==> config.mk <==
export PLATFORM = sky130hd
export DESIGN_NAME = dp_jtag_regs
export DESIGN_NICKNAME = d
export VERILOG_FILES = /design/src/rtl/dp_jtag_regs.sv
export SDC_FILE = /design/constraint.sdc
export NUM_CORES = 1
export LEC_CHECK = 0
export ABC_AREA = 1
export CAP_MARGIN = 20
export CORE_MARGIN = 8
export CORE_UTILIZATION = 50
export CTS_CLUSTER_DIAMETER = 60
export DETAILED_ROUTE_END_ITERATION = 8
export DONT_BUFFER_PORTS = 1
export GPL_ROUTABILITY_DRIVEN = 0
export GPL_TIMING_DRIVEN = 0
export PLACE_DENSITY = 0.68
export SLEW_MARGIN = 10
export SYNTH_ARGS = -nofsm -noshare
export SYNTH_HDL_FRONTEND = slang
export SYNTH_SLANG_ARGS = --single-unit
==> constraint.sdc <==
create_clock -name tck -period 2.6 [get_ports tck]
set_clock_uncertainty 0.15 [all_clocks]
set_input_delay 0.52 -clock tck [delete_from_list [all_inputs] [get_ports tck]]
set_output_delay 0.52 -clock tck [all_outputs]
set_load 0.01 [all_outputs]
==> src/rtl/dp_jtag_regs.sv <==
// JTAG-DP register block: IR, IDCODE/BYPASS/DPACC data registers and the
// single-entry DP access request handshake, all clocked on tck.
module dp_jtag_regs #(
   parameter logic [31:0] IDCODE_VAL = 32'h4BA00477,
   parameter int          IR_W       = 4
) (
   input  logic            tck,
   input  logic            trst,
   input  logic            tlr,
   input  logic            capture_ir,
   input  logic            shift_ir,
   input  logic            update_ir,
   input  logic            capture_dr,
   input  logic            shift_dr,
   input  logic            update_dr,
   input  logic            sel_tdo,
   input  logic            tdi,
   output logic            tdo,
   output logic            req_valid,
   input  logic            req_ready,
   output logic            req_rnw,
   output logic [1:0]      req_addr,
   output logic [31:0]     req_wdata,
   input  logic [31:0]     rsp_rdata,
   input  logic [2:0]      rsp_ack,
   output logic [IR_W-1:0] ir_out
);

   localparam logic [IR_W-1:0] IR_IDCODE = IR_W'(4'b1110);
   localparam logic [IR_W-1:0] IR_DPACC  = IR_W'(4'b1010);
   localparam logic [IR_W-1:0] IR_RESET_SH = IR_W'(1);

   logic [IR_W-1:0] ir_sh_reg;
   logic [IR_W-1:0] ir_out_reg;
   logic [31:0]     dr_id_reg;
   logic [34:0]     dr_dp_reg;
   logic            dr_byp_reg;
   logic            req_valid_reg;
   logic            req_rnw_reg;
   logic [1:0]      req_addr_reg;
   logic [31:0]     req_wdata_reg;

   logic is_idcode;
   logic is_dpacc;
   logic act_cap_ir, act_sh_ir, act_up_ir, any_ir;
   logic act_cap_dr, act_sh_dr, act_up_dr;
   logic [2:0] ack_cap;
   logic dr_tdo;

   // Only one qualifier wins per cycle: capture > shift > update, IR before DR.
   always_comb begin
      is_idcode  = (ir_out_reg == IR_IDCODE);
      is_dpacc   = (ir_out_reg == IR_DPACC);
      act_cap_ir = capture_ir;
      act_sh_ir  = shift_ir & ~capture_ir;
      act_up_ir  = update_ir & ~capture_ir & ~shift_ir;
      any_ir     = capture_ir | shift_ir | update_ir;
      act_cap_dr = capture_dr & ~any_ir;
      act_sh_dr  = shift_dr & ~capture_dr & ~any_ir;
      act_up_dr  = update_dr & ~shift_dr & ~capture_dr & ~any_ir;
      ack_cap    = req_valid_reg ? 3'b001 : rsp_ack;
      if (is_idcode)
         dr_tdo = dr_id_reg[0];
      else if (is_dpacc)
         dr_tdo = dr_dp_reg[0];
      else
         dr_tdo = dr_byp_reg;
   end

   always_ff @(posedge tck) begin
      if (trst) begin
         ir_sh_reg     <= IR_RESET_SH;
         ir_out_reg    <= IR_IDCODE;
         dr_id_reg     <= '0;
         dr_dp_reg     <= '0;
         dr_byp_reg    <= 1'b0;
         req_valid_reg <= 1'b0;
         req_rnw_reg   <= 1'b0;
         req_addr_reg  <= '0;
         req_wdata_reg <= '0;
      end else begin
         if (act_cap_ir)
            ir_sh_reg <= IR_RESET_SH;
         else if (act_sh_ir)
            ir_sh_reg <= {tdi, ir_sh_reg[IR_W-1:1]};

         if (tlr)
            ir_out_reg <= IR_IDCODE;
         else if (act_up_ir)
            ir_out_reg <= ir_sh_reg;

         if (act_cap_dr) begin
            if (is_idcode)
               dr_id_reg <= IDCODE_VAL;
            else if (is_dpacc)
               dr_dp_reg <= {rsp_rdata, ack_cap};
            else
               dr_byp_reg <= 1'b0;
         end else if (act_sh_dr) begin
            if (is_idcode)
               dr_id_reg <= {tdi, dr_id_reg[31:1]};
            else if (is_dpacc)
               dr_dp_reg <= {tdi, dr_dp_reg[34:1]};
            else
               dr_byp_reg <= tdi;
         end

         // A pending request blocks any new DPACC update, even one arriving
         // in the same cycle that the pending one retires.
         if (req_valid_reg) begin
            if (req_ready)
               req_valid_reg <= 1'b0;
         end else if (act_up_dr && is_dpacc) begin
            req_valid_reg <= 1'b1;
            req_rnw_reg   <= dr_dp_reg[0];
            req_addr_reg  <= dr_dp_reg[2:1];
            req_wdata_reg <= dr_dp_reg[34:3];
         end
      end
   end

   assign tdo       = sel_tdo ? ir_sh_reg[0] : dr_tdo;
   assign ir_out    = ir_out_reg;
   assign req_valid = req_valid_reg;
   assign req_rnw   = req_rnw_reg;
   assign req_addr  = req_addr_reg;
   assign req_wdata = req_wdata_reg;

endmodule

==> flow_summary_export.csv, run 1 <==
group,metric,value,unit
worst_setup_path,crit_type,"register to output pin",
pwr,swShare,24.2,%
pwr,seq_power_share,55.8,%
finish,largest_reg_flops,35,
routing,via_per_inst,4.75,
routing,wl,12900,um
synthesis,syn_inst,871,
place,hpwl,9700,um
routing,post-route-drc-count,0,
floorplan,die_x,120,um
worst_hold_path,hold_class,"input pin to register",
clock_network,cts_hold_buf,0,
timing,min_period,2.37,ns
finish,n_antenna_cell,0,
pwr,p_total,0.00315,W
worst_setup_path,cp.required,1.93,ns
synthesis,synthTopCellsByArea,"dfxtp_1 42%, nand2_1 20%, nor2_1 15%",
floorplan,core_area,0.0107,mm^2
pwr,comb_power_share,7.2,%
pwr,ir_worst_vdd,366,uV
floorplan,io_pins,88,
timing,drv_slew,0,
floorplan,fp-row-count,38,
run,max_cap_violations,0,
worst_setup_path,startpoint_type,"register",
clock_network,clk_latency,0.36,ns
clock_network,clk_path_buf_depth,2,
timing,relSlewSlack,66.2,%
timing,tns,0,ns
timing,tightest_slew,0.507,ns
finish,area.growth.synth_to_final,7.50,%
routing,first_pass_iters,5,
grt,grt_first_pass_wirelength,21700,um
synthesis,syn_area_per_cell,6.19,um^2
clock_network,cts_tree,"built",
place,port-buffer-count,0,
routing,drt_iter0_drc,257,
floorplan,dieArea,0.0144,mm^2
worst_setup_path,worstRegToRegCells,8,
pwr,p_int,0.00239,W
pwr,p_clk_share,37.0,%
timing,hold_viol,0,
clock_network,post_cts_buffers,0,
worst_hold_path,whs_path_depth,1,
timing,fin_crit_sh,91.2,%
timing,fmax,422,MHz
routing,routedWlPerCell,12.6,um
synthesis,yosys_warnings,0,
clock_network,ctsResizeCount,0,
grt,first_global_vias,4739,
clock_network,cts_root_buffer,"clkbuf_8",
finish,final_common_cell,"nand2_1",
grt,grt_overflow,0,
finish,layout-drive-gt1-share,7.44,%
routing,route.vias.total,4880,
timing,holdWs,0.0612,ns
worst_setup_path,end_kind,"output pin",
synthesis,netlist_area,0.00539,mm^2
pwr,p_leak,2.92,nW
pwr,p_per_area,545,mW/mm^2
routing,drtAntennaViolNets,0,
finish,layout.nets,929,
floorplan,die_h,120,um
synthesis,synth_top_area_cell,"dfxtp_1",
status,outcome,"completed",
timing,finalSetupViolCount,0,
grt,antenna_found_initial,0,
clock_network,clkSinkCount,112,
floorplan,initial_core_util,50.4,%
synthesis,ys_seq_area_share,41.6,%
place,dp_slack,0.623,ns
synthesis,syn-num-nets,918,
clock_network,cts_buffers,9,
synthesis,ys_ff_latch,112,
worst_setup_path,critPathMaxFanout,4,
finish,final_util,54.1,%
grt,grt_max_degree,19,
timing,setup_slack,0.228,ns
finish,layout_common_cells,"286 x nand2_1, 216 x nor2_1, 112 x dfxtp_1",
synthesis,yosysUniqueCellTypes,24,
synthesis,netlist.area_leader.share,41.6,%
clock_network,clk_pin_slew,0.10,ns
grt,grt_usage,18.3,%
pwr,switchingPower,0.000763,W
clock_network,cts_max_level,3,
worst_setup_path,worstPathArrival,1.70,ns
timing,rsz0062_at_grt,"false",
-- path summary, 6_finish.rpt --
path / slack (ns) / endpoint / start
worst max-delay path: 0.23 / tdo / ir_out[1]$_SDFFE_PP1P_
worst min-delay path: 0.06 / req_valid$_SDFF_PP0_ / trst
worst max register to register: 0.72 / dr_dp_reg[14]$_SDFFE_PP0P_ / ir_out[1]$_SDFFE_PP1P_
worst min register to register: 0.34 / dr_id_reg[20]$_SDFFE_PP0P_ / dr_id_reg[20]$_SDFFE_PP0P_
-- power groups by stage --
stage                     combinational, W  sequential, W  clock [W]
after floorplan                   0.000179        0.00180          0
after global placement            0.000221        0.00180          0
after detailed placement          0.000228        0.00180          0
after CTS                         0.000229        0.00176    0.00120
after global routing              0.000264        0.00176    0.00126
final                             0.000227        0.00176    0.00117
-- worst max-delay path, cell delays in order, from the launching register on --
cell	delay (ns)
dfxtp_1	0.45
inv_1	0.09
nor2_1	0.16
nand2_2	0.15
o21ai_0	0.20
nor2_1	0.06
nor2_1	0.22
-- cell families (layout without fill, tap and decap cells) --
kind of cell / count (synthesis) / count (layout) / synth area share [%]
AO/OA/AOI/OAI: 44 / 44 / 4.23
buffers and inverters: 154 / 170 / 12.5
flip-flops: 112 / 112 / 41.6
AND/OR/NAND/NOR: 561 / 561 / 41.7
-- cell type report --
class	instances	area [um^2]
Buffer	45	262
Tap cell	140	175
Sequential cell	112	2240
Inverter	109	410
Fill cell	1107	4910
Clock buffer	10	138
Multi-Input combinational cell	605	2470
Clock inverter	6	91.3
-- metal layers --
| metal | GRT usage [%] | up-vias | wire [um] |
|---|---|---|---|
| met2 | 33.0 | 99 | 6460 |
| met5 | 0 | - | 0 |
| met4 | 5.31 | 0 | 115 |
| met1 | 20.6 | 2178 | 5530 |
| met3 | 5.12 | 8 | 792 |
| li1 | - | 2595 | - |
-- per-stage QoR --
stage	instance area, um^2	std cells
4_1_cts	5790	1027
3_5_place_dp	5560	1011
5_1_grt	5790	1027
6_report	5790	1027
3_3_place_gp	5560	1011
2_1_floorplan	5390	871
-- synthesized netlist by cell type --
library cell / count
clkinv_2: 1
nand2_2: 2
nand4_1: 5
buf_6: 6
inv_2: 3
buf_4: 6
or2_2: 1
o21ai_0: 3
clkbuf_1: 8
nor2_2: 2
nor2_4: 5
a211oi_1: 1
nand2_1: 286
dfxtp_1: 112
nor2_1: 216
nor3_1: 2
o211ai_1: 2
nand3_1: 38
buf_2: 20
inv_1: 105
nand2_4: 2
buf_1: 5
a21oi_1: 38
nand3_2: 2
No activity file was read; power rests on OpenSTA's default activity.
==> run 2, diff against run 1 <==
--- a/config.mk
+++ b/config.mk
@@ -7,6 +7,7 @@
 export LEC_CHECK = 0
 export ABC_AREA = 1
 export CAP_MARGIN = 20
+export CORE_ASPECT_RATIO = 1.25
 export CORE_MARGIN = 8
 export CORE_UTILIZATION = 50
 export CTS_CLUSTER_DIAMETER = 60
@@ -14,7 +15,7 @@
 export DONT_BUFFER_PORTS = 1
 export GPL_ROUTABILITY_DRIVEN = 0
 export GPL_TIMING_DRIVEN = 0
-export PLACE_DENSITY = 0.68
+export PLACE_DENSITY = 0.64
 export SLEW_MARGIN = 10
 export SYNTH_ARGS = -nofsm -noshare
 export SYNTH_HDL_FRONTEND = slang
==> run 2 against run 1 <==
  * Routed wire length down 0.38%
  * Sequential power about the same
  * Hold slack better by 0.016 ns
  * Critical endpoint unchanged
  * Register-to-register slack better by 0.05 ns
  * Final area up 0.60%
  * Via count down 0.86%
==> flow_summary_export.csv, run 2 (synthesis gave the netlist of run 1 again) <==
group,metric,value,unit
routing,wl,12900,um
pwr,p_clk_share,39.3,%
worst_setup_path,r2r_start,"ir_out[1]$_SDFFE_PP1P_",
routing,first_pass_iters,4,
timing,drv_slew,0,
pwr,p_int,0.00247,W
finish,layout_common_cells,"286 x nand2_1, 216 x nor2_1, 112 x dfxtp_1",
pwr,seq_power_share,53.8,%
floorplan,die_h,132,um
floorplan,io_pins,88,
clock_network,clk_path_buf_depth,2,
finish,area.growth.synth_to_final,8.15,%
run,max_cap_violations,0,
clock_network,cts_hold_buf,0,
grt,first_global_vias,4585,
routing,post-route-drc-count,0,
clock_network,cts_max_level,3,
routing,via_per_inst,4.75,
pwr,p_leak,2.93,nW
clock_network,cts_root_buffer,"clkbuf_16",
timing,tightest_slew,0.540,ns
timing,tns,0,ns
worst_setup_path,regToRegEndpoint,"dr_dp_reg[6]$_SDFFE_PP0P_",
grt,grt_max_degree,19,
worst_hold_path,hold_class,"input pin to register",
finish,largest_reg_flops,35,
worst_setup_path,critPathMaxFanout,4,
clock_network,post_cts_buffers,0,
pwr,switchingPower,0.000800,W
finish,layout.nets,929,
worst_setup_path,startpoint_type,"register",
status,outcome,"completed",
finish,fin_cells,1019,
floorplan,fp-row-count,42,
place,port-buffer-count,0,
pwr,comb_power_share,6.9,%
floorplan,core_area,0.0106,mm^2
worst_setup_path,crit_type,"register to output pin",
worst_setup_path,crit_slowest_cell,"dfxtp_1",
timing,fin_crit_sh,88.0,%
worst_setup_path,cp.required,1.93,ns
worst_setup_path,slowest_delay,0.43,ns
grt,grt_first_pass_wirelength,21200,um
routing,routedWlPerCell,12.6,um
clock_network,ctsResizeCount,0,
worst_setup_path,cp-startpoint,"ir_out[1]$_SDFFE_PP1P_",
worst_setup_path,end_kind,"output pin",
timing,min_period,2.29,ns
finish,n_antenna_cell,0,
clock_network,cts_tree,"built",
grt,grt_overflow,0,
worst_setup_path,critical_path.most_common_cell,"nor2_1",
timing,fmax,437,MHz
worst_setup_path,regToRegSetupSlack,0.77,ns
clock_network,cts_buffers,9,
worst_setup_path,worstRegToRegCells,8,
floorplan,dieArea,0.0144,mm^2
pwr,swShare,24.5,%
clock_network,clkSinkCount,112,
finish,final_common_cell,"nand2_1",
clock_network,clk_latency,0.35,ns
timing,holdWs,0.0769,ns
routing,route.vias.total,4838,
routing,drt_iter0_drc,192,
floorplan,initial_core_util,51.0,%
timing,hold_viol,0,
worst_setup_path,crit_path_end,"tdo",
floorplan,die_x,109,um
grt,antenna_found_initial,0,
clock_network,clk_pin_slew,0.08,ns
worst_setup_path,crit_chain,"inv_1, nor2_1, nand2_2, o21ai_0, nor2_1, nor2_1",
pwr,p_total,0.00327,W
worst_setup_path,worstPathArrival,1.62,ns
routing,drtAntennaViolNets,0,
finish,layout-drive-gt1-share,7.33,%
place,dp_cells,1003,
pwr,ir_worst_vdd,347,uV
timing,relSlewSlack,64.0,%
timing,rsz0062_at_grt,"false",
pwr,p_per_area,561,mW/mm^2
place,hpwl,9770,um
grt,grt_usage,18.2,%
timing,finalSetupViolCount,0,
## run 2: cell types whose count changed in the layout (fill, tap and decap cells not counted), sizes merged
cell,delta
clkinvlp,+3
bufinv,-2
clkinv,-1
## run 2: stage by stage
step / util (%) / setup WS, ns / area [um^2]
after CTS: 55.2 / 0.268 / 5830
final: 55.2 / 0.312 / 5830
after global routing: 55.2 / 0.161 / 5830
after global placement: 52.6 / 0.579 / 5550
after detailed placement: 52.6 / 0.561 / 5550
after floorplan: - / 0.847 / 5390
## run 2: cell type report
cell class | instances | area [um^2]
Multi-Input combinational cell | 605 | 2470
Buffer | 45 | 262
Tap cell | 132 | 165
Fill cell | 1073 | 4740
Inverter | 109 | 410
Sequential cell | 112 | 2240
Clock buffer | 10 | 229
Clock inverter | 6 | 45.0
## run 2: routing by layer
metal  track usage, %  up-vias  share of wire [%]
met5                0        -                  0
met4             5.03        0                1.4
met3             4.79       14                5.9
met2             32.3       89                 50
met1             20.4     2133                 42
li1                 -     2602                  -
## run 2: worst min-delay path by stage
stage	startpoint	to	slack, ns	cells after the start
final	trst	req_valid$_SDFF_PP0_	0.08	1
after CTS	trst	req_valid$_SDFF_PP0_	0.07	1
after global routing	trst	req_valid$_SDFF_PP0_	0.06	1
after global placement	dr_id_reg[12]$_SDFFE_PP0P_	dr_id_reg[12]$_SDFFE_PP0P_	0.32	2
after floorplan	ir_sh_reg[2]$_SDFFE_PP0P_	ir_out[2]$_SDFFE_PP1P_	0.30	2
after detailed placement	ir_sh_reg[2]$_SDFFE_PP0P_	ir_out[2]$_SDFFE_PP1P_	0.33	2
## run 2: worst max-delay path: cells and delay by family, from the launching register on
kind                   cells  cell delay [ns]
and+or+nand+nor            4             0.56
AOI/OAI and AO/OA          1             0.19
buffers and inverters      1             0.09
DFF                        1             0.43
## run 2: power by group through the flow
| stage | Clock [W] | Sequential (W) | Combinational (W) |
|---|---|---|---|
| CTS | 0.00132 | 0.00176 | 0.000229 |
| detailed placement | 0 | 0.00180 | 0.000228 |
| global route | 0.00138 | 0.00176 | 0.000263 |
| finish | 0.00128 | 0.00176 | 0.000226 |
| floorplan | 0 | 0.00180 | 0.000179 |
| global placement | 0 | 0.00180 | 0.000223 |
